<file path="config.mk">
export PLATFORM = sky130hd
export DESIGN_NAME = idx_sram_ctrl
export DESIGN_NICKNAME = d
export VERILOG_FILES = /design/src/rtl/idx_pkg.sv /design/src/rtl/idx_word_fifo.sv /design/src/rtl/idx_sram_ctrl.sv
export SDC_FILE = /design/constraint.sdc
export NUM_CORES = 1
export LEC_CHECK = 0
export ABC_AREA = 1
export BUFFER_PORTS_ARGS = -buffer_cell sky130_fd_sc_hd__buf_2
export CORE_ASPECT_RATIO = 1.25
export CORE_MARGIN = 8
export CORE_UTILIZATION = 60
export DETAILED_ROUTE_END_ITERATION = 10
export PLACE_DENSITY = 0.84
export RECOVER_POWER = 25
export SETUP_SLACK_MARGIN = 0.15
export SYNTH_ARGS = -nofsm -noshare
export SYNTH_HDL_FRONTEND = slang
export SYNTH_HIERARCHICAL = 1
export SYNTH_SLANG_ARGS = --single-unit
</file>
<file path="constraint.sdc">
create_clock -name clk -period 11.7 [get_ports clk]
set_input_delay 1.17 -clock clk [delete_from_list [all_inputs] [get_ports clk]]
set_output_delay 1.17 -clock clk [all_outputs]
set_load 0.03 [all_outputs]
</file>
<file path="src/rtl/idx_pkg.sv">
// Shared definitions for the index SRAM controller: widths, sequencer states
// and the byte-lane extraction used when unpacking fetched words.
package idx_pkg;

   localparam int ADDR_W = 16;
   localparam int WORD_W = 32;
   localparam int LEN_W  = 17;

   typedef enum logic [1:0] {
      IDLE  = 2'd0,
      RUN   = 2'd1,
      DRAIN = 2'd2
   } rd_state_e;

   function automatic logic [7:0] lane_sel(input logic [WORD_W-1:0] word, input logic [1:0] lane);
      return word[{lane, 3'b000} +: 8];
   endfunction

endpackage

</file>
<file path="src/rtl/idx_word_fifo.sv">
// Small word buffer between SRAM reads and the index stream. Each entry carries
// its own starting byte lane, remaining byte count and end-of-job flag.
module idx_word_fifo
   import idx_pkg::*;
#(
   parameter int DEPTH = 2,
   parameter int CNT_W = $clog2(DEPTH + 1)
)
(
   input  logic              clk,
   input  logic              rst_n,
   input  logic              push,
   input  logic [WORD_W-1:0] push_word,
   input  logic [1:0]        push_off,
   input  logic [2:0]        push_cnt,
   input  logic              push_last,
   input  logic              pop,
   output logic              head_valid,
   output logic [7:0]        head_data,
   output logic              head_last,
   output logic [CNT_W-1:0]  num
);

   localparam int PTR_W = (DEPTH > 1) ? $clog2(DEPTH) : 1;

   logic [WORD_W-1:0] word_q [DEPTH];
   logic [WORD_W-1:0] word_d [DEPTH];
   logic [1:0]        off_q  [DEPTH];
   logic [1:0]        off_d  [DEPTH];
   logic [2:0]        cnt_q  [DEPTH];
   logic [2:0]        cnt_d  [DEPTH];
   logic              last_q [DEPTH];
   logic              last_d [DEPTH];
   logic [PTR_W-1:0]  rd_q, rd_d;
   logic [PTR_W-1:0]  wr_q, wr_d;
   logic [CNT_W-1:0]  num_q, num_d;
   logic              pop_word;

   function automatic logic [PTR_W-1:0] ptr_inc(input logic [PTR_W-1:0] p);
      return (p == PTR_W'(DEPTH - 1)) ? '0 : p + PTR_W'(1);
   endfunction

   assign head_valid = (num_q != '0);
   assign head_data  = head_valid ? lane_sel(word_q[rd_q], off_q[rd_q]) : 8'h00;
   assign head_last  = head_valid && last_q[rd_q] && (cnt_q[rd_q] == 3'd1);
   assign num        = num_q;
   assign pop_word   = pop && head_valid && (cnt_q[rd_q] == 3'd1);

   always_comb begin
      word_d = word_q;
      off_d  = off_q;
      cnt_d  = cnt_q;
      last_d = last_q;
      rd_d   = rd_q;
      wr_d   = wr_q;
      num_d  = num_q;
      // A pop consumes one byte; the entry retires only with its final byte.
      if (pop && head_valid) begin
         if (pop_word) begin
            rd_d = ptr_inc(rd_q);
         end else begin
            off_d[rd_q] = off_q[rd_q] + 2'd1;
            cnt_d[rd_q] = cnt_q[rd_q] - 3'd1;
         end
      end
      if (push) begin
         word_d[wr_q] = push_word;
         off_d[wr_q]  = push_off;
         cnt_d[wr_q]  = push_cnt;
         last_d[wr_q] = push_last;
         wr_d         = ptr_inc(wr_q);
      end
      num_d = num_q + CNT_W'(push) - CNT_W'(pop_word);
   end

   always_ff @(posedge clk or negedge rst_n) begin
      if (!rst_n) begin
         for (int i = 0; i < DEPTH; i++) begin
            word_q[i] <= '0;
            off_q[i]  <= '0;
            cnt_q[i]  <= '0;
            last_q[i] <= 1'b0;
         end
         rd_q  <= '0;
         wr_q  <= '0;
         num_q <= '0;
      end else begin
         word_q <= word_d;
         off_q  <= off_d;
         cnt_q  <= cnt_d;
         last_q <= last_d;
         rd_q   <= rd_d;
         wr_q   <= wr_d;
         num_q  <= num_d;
      end
   end

endmodule

</file>
<file path="src/rtl/idx_sram_ctrl.sv">
// Index SRAM front end: arbitrates byte writes against burst word fetches and
// unpacks fetched words into a signed-byte stream.
//   state | meaning
//   IDLE  | no job; rd_start accepted, rd_len = 0 completes immediately
//   RUN   | word fetches outstanding for the job window
//   DRAIN | all words fetched; waiting for the last byte to handshake
module idx_sram_ctrl
   import idx_pkg::*;
#(
   parameter int BUF_DEPTH = 2
)
(
   input  logic              clk,
   input  logic              rst_n,
   input  logic              wr_valid,
   output logic              wr_ready,
   input  logic [ADDR_W-1:0] wr_addr,
   input  logic [7:0]        wr_data,
   input  logic              rd_start,
   input  logic [ADDR_W-1:0] rd_base,
   input  logic [LEN_W-1:0]  rd_len,
   output logic              rd_busy,
   output logic              rd_done,
   output logic              idx_valid,
   input  logic              idx_ready,
   output logic [7:0]        idx_data,
   output logic              idx_last,
   output logic              sram_wen,
   output logic [ADDR_W-1:0] sram_addr,
   output logic [WORD_W-1:0] sram_d,
   input  logic [WORD_W-1:0] sram_q
);

   localparam int CNT_W = $clog2(BUF_DEPTH + 1);

   rd_state_e         state_q, state_d;
   logic [ADDR_W-1:0] base_q, base_d;
   logic [LEN_W-1:0]  len_q, len_d;
   logic [ADDR_W-1:0] ptr_q, ptr_d;
   logic [LEN_W-1:0]  frem_q, frem_d;
   logic              infl_q, infl_d;
   logic [1:0]        infl_off_q, infl_off_d;
   logic [2:0]        infl_cnt_q, infl_cnt_d;
   logic              infl_last_q, infl_last_d;
   logic              last_wr_q, last_wr_d;
   logic [ADDR_W-1:0] addr_q, addr_d;
   logic              done_q, done_d;
   logic              en_q;

   logic [CNT_W-1:0]  buf_num;
   logic [CNT_W:0]    occ;
   logic [ADDR_W-1:0] wr_off;
   logic              in_win;
   logic              wr_elig;
   logic              fetch_elig;
   logic              starve;
   logic              gnt_f;
   logic              gnt_w;
   logic [2:0]        avail;
   logic [2:0]        fetch_n;
   logic [LEN_W-1:0]  frem_nxt;
   logic              pop;

   assign wr_off  = wr_addr - base_q;
   assign in_win  = ({1'b0, wr_off} < len_q);
   // en_q keeps the write path quiet until the first clock after reset.
   assign wr_elig = en_q && wr_valid && !((state_q != IDLE) && in_win);

   assign occ        = {1'b0, buf_num} + (CNT_W+1)'(infl_q);
   assign fetch_elig = (state_q == RUN) && (frem_q != '0) && (occ < (CNT_W+1)'(BUF_DEPTH));
   assign starve     = (buf_num == '0) && !infl_q;

   assign gnt_f = fetch_elig && (!wr_elig || starve || last_wr_q);
   assign gnt_w = wr_elig && !gnt_f;

   assign avail    = 3'd4 - {1'b0, ptr_q[1:0]};
   assign fetch_n  = (frem_q < LEN_W'(avail)) ? frem_q[2:0] : avail;
   assign frem_nxt = frem_q - LEN_W'(fetch_n);

   assign wr_ready  = gnt_w;
   assign sram_wen  = gnt_w;
   assign sram_d    = gnt_w ? {{(WORD_W-8){wr_data[7]}}, wr_data} : '0;
   assign sram_addr = gnt_w ? wr_addr :
                      gnt_f ? {ptr_q[ADDR_W-1:2], 2'b00} : addr_q;
   assign addr_d    = sram_addr;

   assign rd_busy = (state_q != IDLE);
   assign rd_done = done_q;
   assign pop     = idx_valid && idx_ready;

   always_comb begin
      state_d     = state_q;
      base_d      = base_q;
      len_d       = len_q;
      ptr_d       = ptr_q;
      frem_d      = frem_q;
      done_d      = 1'b0;
      infl_d      = gnt_f;
      infl_off_d  = ptr_q[1:0];
      infl_cnt_d  = fetch_n;
      infl_last_d = (frem_nxt == '0);
      last_wr_d   = last_wr_q;
      if (gnt_w) begin
         last_wr_d = 1'b1;
      end else if (gnt_f) begin
         last_wr_d = 1'b0;
      end
      case (state_q)
         IDLE: begin
            if (rd_start) begin
               base_d = rd_base;
               len_d  = rd_len;
               ptr_d  = rd_base;
               frem_d = rd_len;
               if (rd_len == '0) begin
                  done_d = 1'b1;
               end else begin
                  state_d = RUN;
               end
            end
         end
         RUN: begin
            if (gnt_f) begin
               ptr_d  = {ptr_q[ADDR_W-1:2] + (ADDR_W-2)'(1), 2'b00};
               frem_d = frem_nxt;
               if (frem_nxt == '0) begin
                  state_d = DRAIN;
               end
            end
         end
         DRAIN: begin
            if (pop && idx_last) begin
               done_d  = 1'b1;
               state_d = IDLE;
            end
         end
         default: state_d = IDLE;
      endcase
   end

   always_ff @(posedge clk or negedge rst_n) begin
      if (!rst_n) begin
         state_q     <= IDLE;
         base_q      <= '0;
         len_q       <= '0;
         ptr_q       <= '0;
         frem_q      <= '0;
         infl_q      <= 1'b0;
         infl_off_q  <= '0;
         infl_cnt_q  <= '0;
         infl_last_q <= 1'b0;
         last_wr_q   <= 1'b1;
         addr_q      <= '0;
         done_q      <= 1'b0;
         en_q        <= 1'b0;
      end else begin
         state_q     <= state_d;
         base_q      <= base_d;
         len_q       <= len_d;
         ptr_q       <= ptr_d;
         frem_q      <= frem_d;
         infl_q      <= infl_d;
         infl_off_q  <= infl_off_d;
         infl_cnt_q  <= infl_cnt_d;
         infl_last_q <= infl_last_d;
         last_wr_q   <= last_wr_d;
         addr_q      <= addr_d;
         done_q      <= done_d;
         en_q        <= 1'b1;
      end
   end

   idx_word_fifo #(
      .DEPTH (BUF_DEPTH),
      .CNT_W (CNT_W)
   ) u_fifo (
      .clk        (clk),
      .rst_n      (rst_n),
      .push       (infl_q),
      .push_word  (sram_q),
      .push_off   (infl_off_q),
      .push_cnt   (infl_cnt_q),
      .push_last  (infl_last_q),
      .pop        (pop),
      .head_valid (idx_valid),
      .head_data  (idx_data),
      .head_last  (idx_last),
      .num        (buf_num)
   );

endmodule

</file>
==> summary.md, run 1 <==
| Metric | Value |
|---|---|
| Vias/cell | `~5.6` |
| Initial DRC count | `approximately 1000` |
| Pwr dens | `slightly below 300 mW/mm^2` |
| Worst EP required | `approximately 11 ns` |
| CP max-delay cell | `nor2_1` |
| CTS tree | `done` |
| Worst path buffer plus inverter count | `7` |
| CP startpoint | `wr_addr[0]` |
| H-tree depth | `4` |
| Hold Path Origin | `ptr_q[1]` |
| Reg2reg start | `base_q[0]` |
| GRT Total Usage | `25.6%` |
| Status | `finished with violations` |
| CTS Hold Bufs | `0` |
| First-pass detailed-route iteration total | `5` |
| R2R setup slack | `between 6 and 7 ns` |
| DRC | `0` |
| Row count | `53` |
| Final Power | `approximately 3.3 mW` |
| Min Tclk post-route | `slightly below 8 ns` |
| Post-route cell area | `0.0114 mm^2` |
| First-pass GRT wire length | `between 40000 and 50000 um` |
| Pre-CTS WS | `4.09 ns` |
| Ys flop type | `dfrtp_1` |
| CP Capture Type | `output port` |
| Final setup vio count | `0` |
| CP delay by family, top | `simple AND/OR/NAND/NOR gates` |
| CTS buffer count | `17` |
| Failing checks | `capacitance limit, slew limit` |
| Initial Util | `about three fifths` |
| Synth async-reset ratio | `100%` |
| Footprint of the multi-input gates | `between 0.004 and 0.005 mm^2` |
| Core ar. | `0.0166 mm^2` |
| Post-layout worst setup margin | `4.01 ns` |
| Synth unique cells | `46` |
| Fin. max-slew vios | `about 180` |
| CP peak stage delay | `slightly below 0.9 ns` |
| WL/cell | `roughly 16 um` |
| Number of max-cap violations | `2` |
| Clock buffer depth | `2` |
| Slew of the pin with the lowest slew margin | `slightly above 5 ns` |
| Post-Route Skew | `around 0.012 ns` |
| Worst Path Arrival | `6.52 ns` |
| Mean post-synth cell area | `7.66 um^2` |
| Worst Setup Path Type | `input pin to output port` |
| Syn nets | `approximately 1.5k` |
| Synthesized area | `~0.010 mm^2` |
| Peak supply drop | `about 0.00019 V` |
| RSZ-0062 raised after global routing | `no` |
| Post-Route Utilization | `between 60 and 70%` |
| Sink Count | `between 150 and 200` |
| Worst hold path class | `flip-flop to flip-flop` |
| Fill cells | `about 1.4k` |
| Reg clk slew, reported paths | `~0.07 ns` |
| Area grow syn2layout | `12.4%` |
| Fmax | `about 0.13 GHz` |
| Rel. slew slack | `-246%` |
| Layout cells sized above 1 | `16.0%` |
| TNS Setup | `0 ns` |
| Die area | `about 0.021 mm^2` |
| Final ANT Viol Nets | `0` |
| Post-synthesis cell count | `about 1.3k` |
| Most frequent cells in the layout | `379 x nand2_1, 174 x inv_1, 173 x dfrtp_1, 154 x o21ai_0, 154 x buf_2` |
| Postcts setup bufs | `0` |
| Count of state elements after synthesis | `174` |
| Initial antenna violation count | `0` |
| Insertion delay to the later sink of the worst-skew pair | `0.44 ns` |
| Area after DPL | `0.0108 mm^2` |
| Post-synth EDFFs | `0` |
| Leakage | `a little under 6 nW` |
| Final hold vios | `0` |
| Die Ht | `~160 um` |
| Largest net degree at the start of global routing | `a little under 100` |
| Gpl congestion | `between 0.9 and 1` |
| Cts repair resizes | `0` |
| Root Driver | `clkbuf_16` |
| Vias in the first global route | `8985` |
| Largest fanout on the critical path | `25` |
| PortBufs | `155` |
| Grt total ovfl | `0` |
| Fin nets | `~1.6k` |
| Sequential fraction of the synthesis area | `roughly 43%` |
| Critical Path Source Type | `input pin` |
| Vias | `~9k` |
| Most common cell after layout, fill and taps aside | `nand2_1` |
| Register area | `between 0.004 and 0.005 mm^2` |
| Most common cell on crit path | `nand2_1` |
| Ant diodes | `0` |
| Final Cycle Share | `65.7%` |
| Post-DP HPWL | `19300 um` |
| Ys Warns | `6` |
| # IOs | `156` |
| Die X | `132 um` |
| Routed wire length | `27000 um` |
## final timing paths
| check | end | cells after the start |
|---|---|---|
| worst min register to register | infl_off_q[1] | 0 |
| min in group asynchronous | u_fifo/word_q[50] | 1 |
| max in group asynchronous | ptr_q[15] | 2 |
| worst min-delay path | infl_off_q[1] | 0 |
| worst max register to register | frem_q[16] | 28 |
| worst max-delay path | sram_d[8] | 30 |
## per-layer routing
metal  wire [um]  track usage (%)
met5           0                0
met2       13400             43.9
met3        1820             5.16
met1       10900             30.6
met4         860             10.9
## worst register-to-register path: cells and delay by family (launching register included)
family	cells	cell delay, ns
AOI/OAI and AO/OA	7	1.39
and+or+nand+nor	13	2.15
xor gates and xnor gates	1	0.15
buffers and inverters	4	0.27
DFF	1	0.37
adders and majority gates	3	0.88
## stage by stage
stage,cells,hold WS (ns)
after floorplan,1317,0.354
after detailed placement,1623,0.362
after CTS,1655,0.378
after global routing,1655,0.383
after global placement,1623,0.359
final,1655,0.376
## flip-flops by register name (all words and copies together) (netlist names), 3 cells and up
register	flops
u_fifo/cnt_q	6
frem_q	17
len_q	17
u_fifo/word_q	64
u_fifo/off_q	4
base_q	16
infl_cnt_q	3
ptr_q	16
addr_q	16
## power by group
group          switching (mW)  internal (mW)
combinational            1.15          0.539
sequential              0.150          0.857
clock                   0.271          0.305
total                    1.57           1.70
## cells in the mapped netlist (all sizes together) (2+ instances only)
master    n  area [um^2]
nand4    18          113
nand3    55          310
o21a      2         15.0
xnor2     6         52.6
buf      52          350
clkbuf   23         86.3
fa        2         40.0
inv     183          687
nor4     10         62.6
o21bai    3         22.5
o211ai   38          285
o22ai     5         31.3
a21oi    37          185
o21ai   160          808
xor2     22          193
nor3      7         35.0
o31ai     2         15.0
nand2   387         1480
ha       40          500
nor2     73          338
dfrtp   173         4330
a31oi     8         50.1
## logic make-up after synthesis
logic type / share of synthesized area [%]
and+or+nand+nor: 23.3
xor gates and xnor gates: 2.43
buffers and inverters: 11.1
DFF: 43.1
adders and majority gates: 5.35
other: 0.0371
AOI/OAI and AO/OA: 14.7
## layout make-up
cell class              instances  share of cell area (%)
well taps                     220                    2.43
flip-flops and latches        174                    38.4
multi-input cells             885                    40.7
clock inverters                15                    1.53
repair buffers                161                    7.19
clock buffers                  17                    3.75
inverters                     183                    6.05
No activity file was read; power rests on OpenSTA's default activity.
==> run 2, diff against run 1 <==
--- a/config.mk
+++ b/config.mk
@@ -9,9 +9,9 @@
 export BUFFER_PORTS_ARGS = -buffer_cell sky130_fd_sc_hd__buf_2
 export CORE_ASPECT_RATIO = 1.25
 export CORE_MARGIN = 8
-export CORE_UTILIZATION = 60
+export CORE_UTILIZATION = 58
 export DETAILED_ROUTE_END_ITERATION = 10
-export PLACE_DENSITY = 0.84
+export PLACE_DENSITY = 0.81
 export RECOVER_POWER = 25
 export SETUP_SLACK_MARGIN = 0.15
 export SYNTH_ARGS = -nofsm -noshare
==> constraint.sdc (replaced) <==
create_clock -name clk -period 7.64 [get_ports clk]
set_input_delay 0.764 -clock clk [delete_from_list [all_inputs] [get_ports clk]]
set_output_delay 0.764 -clock clk [all_outputs]
set_load 0.03 [all_outputs]
==> summary.md, run 2 (synthesis results as in run 1) <==
| Metric | Value |
|---|---|
| Status | `finished with violations` |
| Failing checks | `capacitance limit, slew limit` |
| Int Power | `around 2.6 mW` |
| Clock buffer depth | `2` |
| Final setup vio count | `0` |
| First-pass GRT wire length | `42800 um` |
| Largest fanout on the critical path | `25` |
| Most flops, register | `u_fifo/word_q` |
| Area grow syn2layout | `12.6%` |
| Vias/cell | `~5.5` |
| Fill cells | `1495` |
| CP peak stage delay | `around 0.71 ns` |
| Most common cell on crit path | `nand2_1` |
| Vias in the first global route | `between 8k and 9k` |
| Die area | `approximately 0.022 mm^2` |
| Worst Setup Path Type | `input pin to output port` |
| Slew of the pin with the lowest slew margin | `around 5.3 ns` |
| GRT Total Usage | `about a quarter` |
| Routed wire length | `roughly 27000 um` |
| Initial DRC count | `between 800 and 900` |
| Leakage | `5.95 nW` |
| Peak supply drop | `slightly below 0.0003 V` |
| Initial Util | `between 50% and 60%` |
| TNS Setup | `0 ns` |
| Rel. slew slack | `-253%` |
| Most frequent cells in the layout | `379 x nand2_1, 174 x inv_1, 173 x dfrtp_1, 154 x o21ai_0, 154 x buf_2` |
| CP Capture Type | `output port` |
| P_sw | `roughly 2.4 mW` |
| Final Power | `~5.0 mW` |
| Met2 routed WL | `~14000 um` |
| Worst hold path class | `flip-flop to flip-flop` |
| Gpl congestion | `0.922` |
| Sink Count | `around 170` |
| M1 WL | `approximately 11000 um` |
| Post-Route Skew | `around 0.0095 ns` |
| CTS Hold Bufs | `0` |
| Fin nets | `between 1.5k and 2k` |
| Die Ht | `around 160 um` |
| Met3 WL | `around 2000 um` |
| Layout cells sized above 1 | `between 15 and 20%` |
| PortBufs | `roughly 160` |
| Combinational Power Share | `about half` |
| Clock network power share | `approximately 17%` |
| Biggest regs | `u_fifo/word_q: 64 flops, frem_q: 17 flops, len_q: 17 flops` |
| Final ANT Viol Nets | `0` |
| Initial antenna violation count | `2` |
| Vias | `approximately 9.1k` |
| Number of max-cap violations | `2` |
| Root Driver | `clkbuf_16` |
| Min Tclk post-route | `between 6 and 7 ns` |
| Final hold vios | `0` |
| Max reg flops | `64` |
| RSZ-0062 raised after global routing | `no` |
| First-pass detailed-route iteration total | `7` |
| Fmax | `roughly 0.15 GHz` |
| WL/cell | `roughly 16 um` |
| CTS tree | `done` |
| Sw Ratio | `48.3%` |
| Worst Path Arrival | `around 5.9 ns` |
| Final Cycle Share | `between 80% and 90%` |
| # IOs | `156` |
| Highest routed layer | `met5` |
| Fin. max-slew vios | `between 150 and 200` |
| Insertion delay to the later sink of the worst-skew pair | `about 0.44 ns` |
| CP max-delay cell | `nor2_1` |
| Flop pwr share | `~31%` |
| Worst EP required | `a little under 7 ns` |
| Core ar. | `~0.017 mm^2` |
| Cts repair resizes | `0` |
| H-tree depth | `4` |
| Ant diodes | `0` |
| CTS buffer count | `17` |
| Row count | `54` |
| Register area | `between 0.004 and 0.005 mm^2` |
| Pwr dens | `439 mW/mm^2` |
| Footprint of the multi-input gates | `around 0.0046 mm^2` |
| Grt total ovfl | `0` |
| Post-DP HPWL | `around 19000 um` |
| Reg clk slew, reported paths | `~0.07 ns` |
| Most common cell after layout, fill and taps aside | `nand2_1` |
| Die X | `approximately 130 um` |
| DRC | `0` |
| Largest net degree at the start of global routing | `just over 100` |
| Critical Path Source Type | `input pin` |
| Postcts setup bufs | `0` |
==> run 2: cell count changes in the layout (fill, tap and decap cells not counted) <==
cell and change:
clkinv_4 -2, inv_6 -1, clkinv_8 +2, bufinv_16 -1, buf_4 +1, inv_8 +2
==> run 2: worst paths after layout <==
kind	start	slack [ns]	end	cells after the start
max	wr_addr[0]	1.00	sram_d[23]	31
min	ptr_q[1]	0.38	infl_off_q[1]	0
max reg2reg	base_q[0]	2.29	frem_q[16]	28
min reg2reg	ptr_q[1]	0.38	infl_off_q[1]	0
max in group asynchronous	rst_n	2.32	rd_done	2
min in group asynchronous	rst_n	2.25	u_fifo/word_q[18]	1
==> run 2: routing by layer <==
layer | track usage [%] | vias up
met5 | 0 | -
met4 | 8.64 | 4
met3 | 6.37 | 47
met2 | 42.2 | 337
met1 | 29.0 | 4246
li1 | - | 4435
==> run 2: power by group through the flow <==
stage | registers (mW) | clock network, mW | logic, mW
after floorplan | 1.49 | 0 | 1.99
after global placement | 1.55 | 0 | 2.47
after detailed placement | 1.57 | 0 | 2.55
after CTS | 1.56 | 0.882 | 2.56
after global routing | 1.60 | 0.915 | 2.86
final | 1.56 | 0.867 | 2.56
==> run 2: per-stage QoR <==
stage / cells / area (um^2) / util (%) / hold WS [ns] / setup slack [ns]
6_report: 1660 / 11400 / 65.9 / 0.382 / 1.00
2_1_floorplan: 1317 / 10100 / - / 0.354 / 1.54
4_1_cts: 1660 / 11400 / 66.0 / 0.385 / 1.00
5_1_grt: 1660 / 11400 / 65.9 / 0.391 / 0.424
3_5_place_dp: 1628 / 10800 / 62.5 / 0.368 / 1.03
3_3_place_gp: 1628 / 10800 / 62.5 / 0.363 / 1.30
==> run 2: area by class of cell <==
type	instances	area share, %
multi-input combinational	885	40.6
timing repair buffer	162	7.25
sequential	174	38.3
clock buffer	17	3.74
inverter	183	6.05
tap	224	2.47
clock inverter	15	1.52
==> run 2: worst max-delay path, delay by kind of cell <==
| family | cells | cell delay (ns) |
|---|---|---|
| adder cells (fa/ha/maj) | 3 | 0.89 |
| buffers and inverters | 8 | 1.00 |
| AND/OR/NAND/NOR | 14 | 2.17 |
| XOR/XNOR | 1 | 0.14 |
| AO/OA/AOI/OAI | 5 | 0.89 |
==> run 3, diff against run 2 <==
--- a/config.mk
+++ b/config.mk
@@ -7,6 +7,7 @@
 export LEC_CHECK = 0
 export ABC_AREA = 1
 export BUFFER_PORTS_ARGS = -buffer_cell sky130_fd_sc_hd__buf_2
+export CAP_MARGIN = 10
 export CORE_ASPECT_RATIO = 1.25
 export CORE_MARGIN = 8
 export CORE_UTILIZATION = 58
==> constraint.sdc (replaced) <==
create_clock -name clk -period 7.64 [get_ports clk]
set_input_delay 1.528 -clock clk [delete_from_list [all_inputs] [get_ports clk]]
set_output_delay 1.528 -clock clk [all_outputs]
set_load 0.03 [all_outputs]
==> summary.md, run 3 (synthesis results as in run 1) <==
| Metric | Value |
|---|---|
| Status | `finished with violations` |
| Failing checks | `capacitance limit, slew limit` |
| Sink Count | `174` |
| Most common cell on crit path | `nand2_1` |
| PortBufs | `between 150 and 200` |
| Most frequent cells in the layout | `378 x nand2_1, 175 x inv_1, 173 x dfrtp_1, 153 x o21ai_0, 153 x buf_2` |
| Max reg flops | `64` |
| Clock buffer depth | `2` |
| Biggest regs | `u_fifo/word_q: 64 flops, frem_q: 17 flops, len_q: 17 flops` |
| Peak supply drop | `0.000279 V` |
| Min Tclk post-route | `approximately 7.2 ns` |
| Rel. slew slack | `-273%` |
| Vias | `9155` |
| Gpl congestion | `0.901` |
| Grt total ovfl | `0` |
| # IOs | `156` |
| Layout cells sized above 1 | `16.2%` |
| Initial antenna violation count | `0` |
| GRT Total Usage | `25.1%` |
| Post-Route Utilization | `between 60 and 70%` |
| Initial Util | `between 50% and 60%` |
| Pwr dens | `roughly 440 mW/mm^2` |
| Root Driver | `clkbuf_16` |
| CP peak stage delay | `0.39 ns` |
| Row count | `54` |
| Final hold vios | `0` |
| First-pass detailed-route iteration total | `5` |
| Largest net degree at the start of global routing | `roughly 110` |
| Post-DP HPWL | `around 20000 um` |
| Post-Route Skew | `between 0.007 and 0.008 ns` |
| Worst EP required | `6.11 ns` |
| Postcts setup bufs | `0` |
| CP Capture Type | `output port` |
| Leakage | `~5.9 nW` |
| Fin. max-slew vios | `260` |
| Final Cycle Share | `approximately 94%` |
| CTS tree | `done` |
| TNS Setup | `0 ns` |
| Critical Path Source Type | `input pin` |
| Fmax | `~0.14 GHz` |
| Area grow syn2layout | `12.4%` |
| WL/cell | `about 16 um` |
| Fin nets | `between 1.5k and 2k` |
| Vias in the first global route | `a little over 9k` |
| Initial DRC count | `approximately 840` |
| Final setup vio count | `0` |
| Largest fanout on the critical path | `17` |
| DRC | `0` |
| Routed wire length | `around 27000 um` |
| Number of max-cap violations | `3` |
| Vias/cell | `between 5 and 6` |
| CP max-delay cell | `fa_1` |
| Most flops, register | `u_fifo/word_q` |
| Worst hold path class | `flip-flop to flip-flop` |
| Die Ht | `about 160 um` |
| Most common cell after layout, fill and taps aside | `nand2_1` |
| Die area | `around 0.022 mm^2` |
| Worst Path Arrival | `5.63 ns` |
| Core ar. | `0.0172 mm^2` |
| Final ANT Viol Nets | `0` |
| Reg clk slew, reported paths | `0.07 ns` |
| Fill cells | `between 1.5k and 2k` |
| Slew of the pin with the lowest slew margin | `around 5.6 ns` |
| Worst Setup Path Type | `input pin to output port` |
| Insertion delay to the later sink of the worst-skew pair | `around 0.43 ns` |
| Die X | `approximately 130 um` |
| CTS buffer count | `17` |
| RSZ-0062 raised after global routing | `yes` |
| H-tree depth | `4` |
| First-pass GRT wire length | `44200 um` |
| Ant diodes | `0` |
==> run 3: stage by stage <==
step	area (um^2)	total power, mW	cells	setup WS (ns)	hold WS, ns
finish	11400	4.98	1662	0.484	0.389
global route	11400	5.39	1662	0.130	0.401
CTS	11400	4.98	1662	0.261	0.387
detailed placement	10800	4.12	1630	0.290	0.373
global placement	10800	4.03	1630	0.520	0.361
floorplan	10100	3.48	1317	0.473	0.354
==> run 3: power by group <==
group | switching (mW) | internal, mW
Combinational | 1.75 | 0.843
Sequential | 0.244 | 1.31
Clock | 0.384 | 0.453
Total | 2.37 | 2.61
==> run 3: per-layer routing <==
metal	GRT usage (%)	wire (um)	vias to the layer above
met5	0	0	-
met3	5.60	1780	61
li1	-	-	4434
met2	43.1	13600	347
met1	29.8	10600	4313
met4	10.3	866	0
==> run 3: area by class of cell <==
| type | count | area, um^2 | area share (%) |
|---|---|---|---|
| Clock inverter | 15 | 138 | 1.21 |
| Sequential cell | 174 | 4360 | 38.4 |
| Tap cell | 224 | 280 | 2.47 |
| Multi-Input combinational cell | 885 | 4620 | 40.7 |
| Timing Repair Buffer | 164 | 841 | 7.41 |
| Clock buffer | 17 | 425 | 3.75 |
| Inverter | 183 | 689 | 6.07 |
==> run 3: worst paths after layout <==
check,from,endpoint,slack [ns],cells past startpoint
max reg2reg,base_q[0],frem_q[16],2.64,29
min in group asynchronous,rst_n,u_fifo/word_q[50],3.13,1
max,wr_addr[0],sram_addr[9],0.48,32
max in group asynchronous,rst_n,state_q[1],1.37,1
min reg2reg,ptr_q[1],infl_off_q[1],0.39,0
min,ptr_q[1],infl_off_q[1],0.39,0
==> run 3: timing repair <==
action,CTS,global route
endpoints found under the setup margin,0,44
gates resized for setup,0,8
hold buffers,0,0
==> run 3: worst max-delay path: cells and delay by family <==
family                   cells  cell delay (ns)
buffers and inverters        8             0.94
AO/OA/AOI/OAI                6             0.85
adder cells (fa/ha/maj)      3             0.87
AND/OR/NAND/NOR             14             1.25
XOR/XNOR                     1             0.14
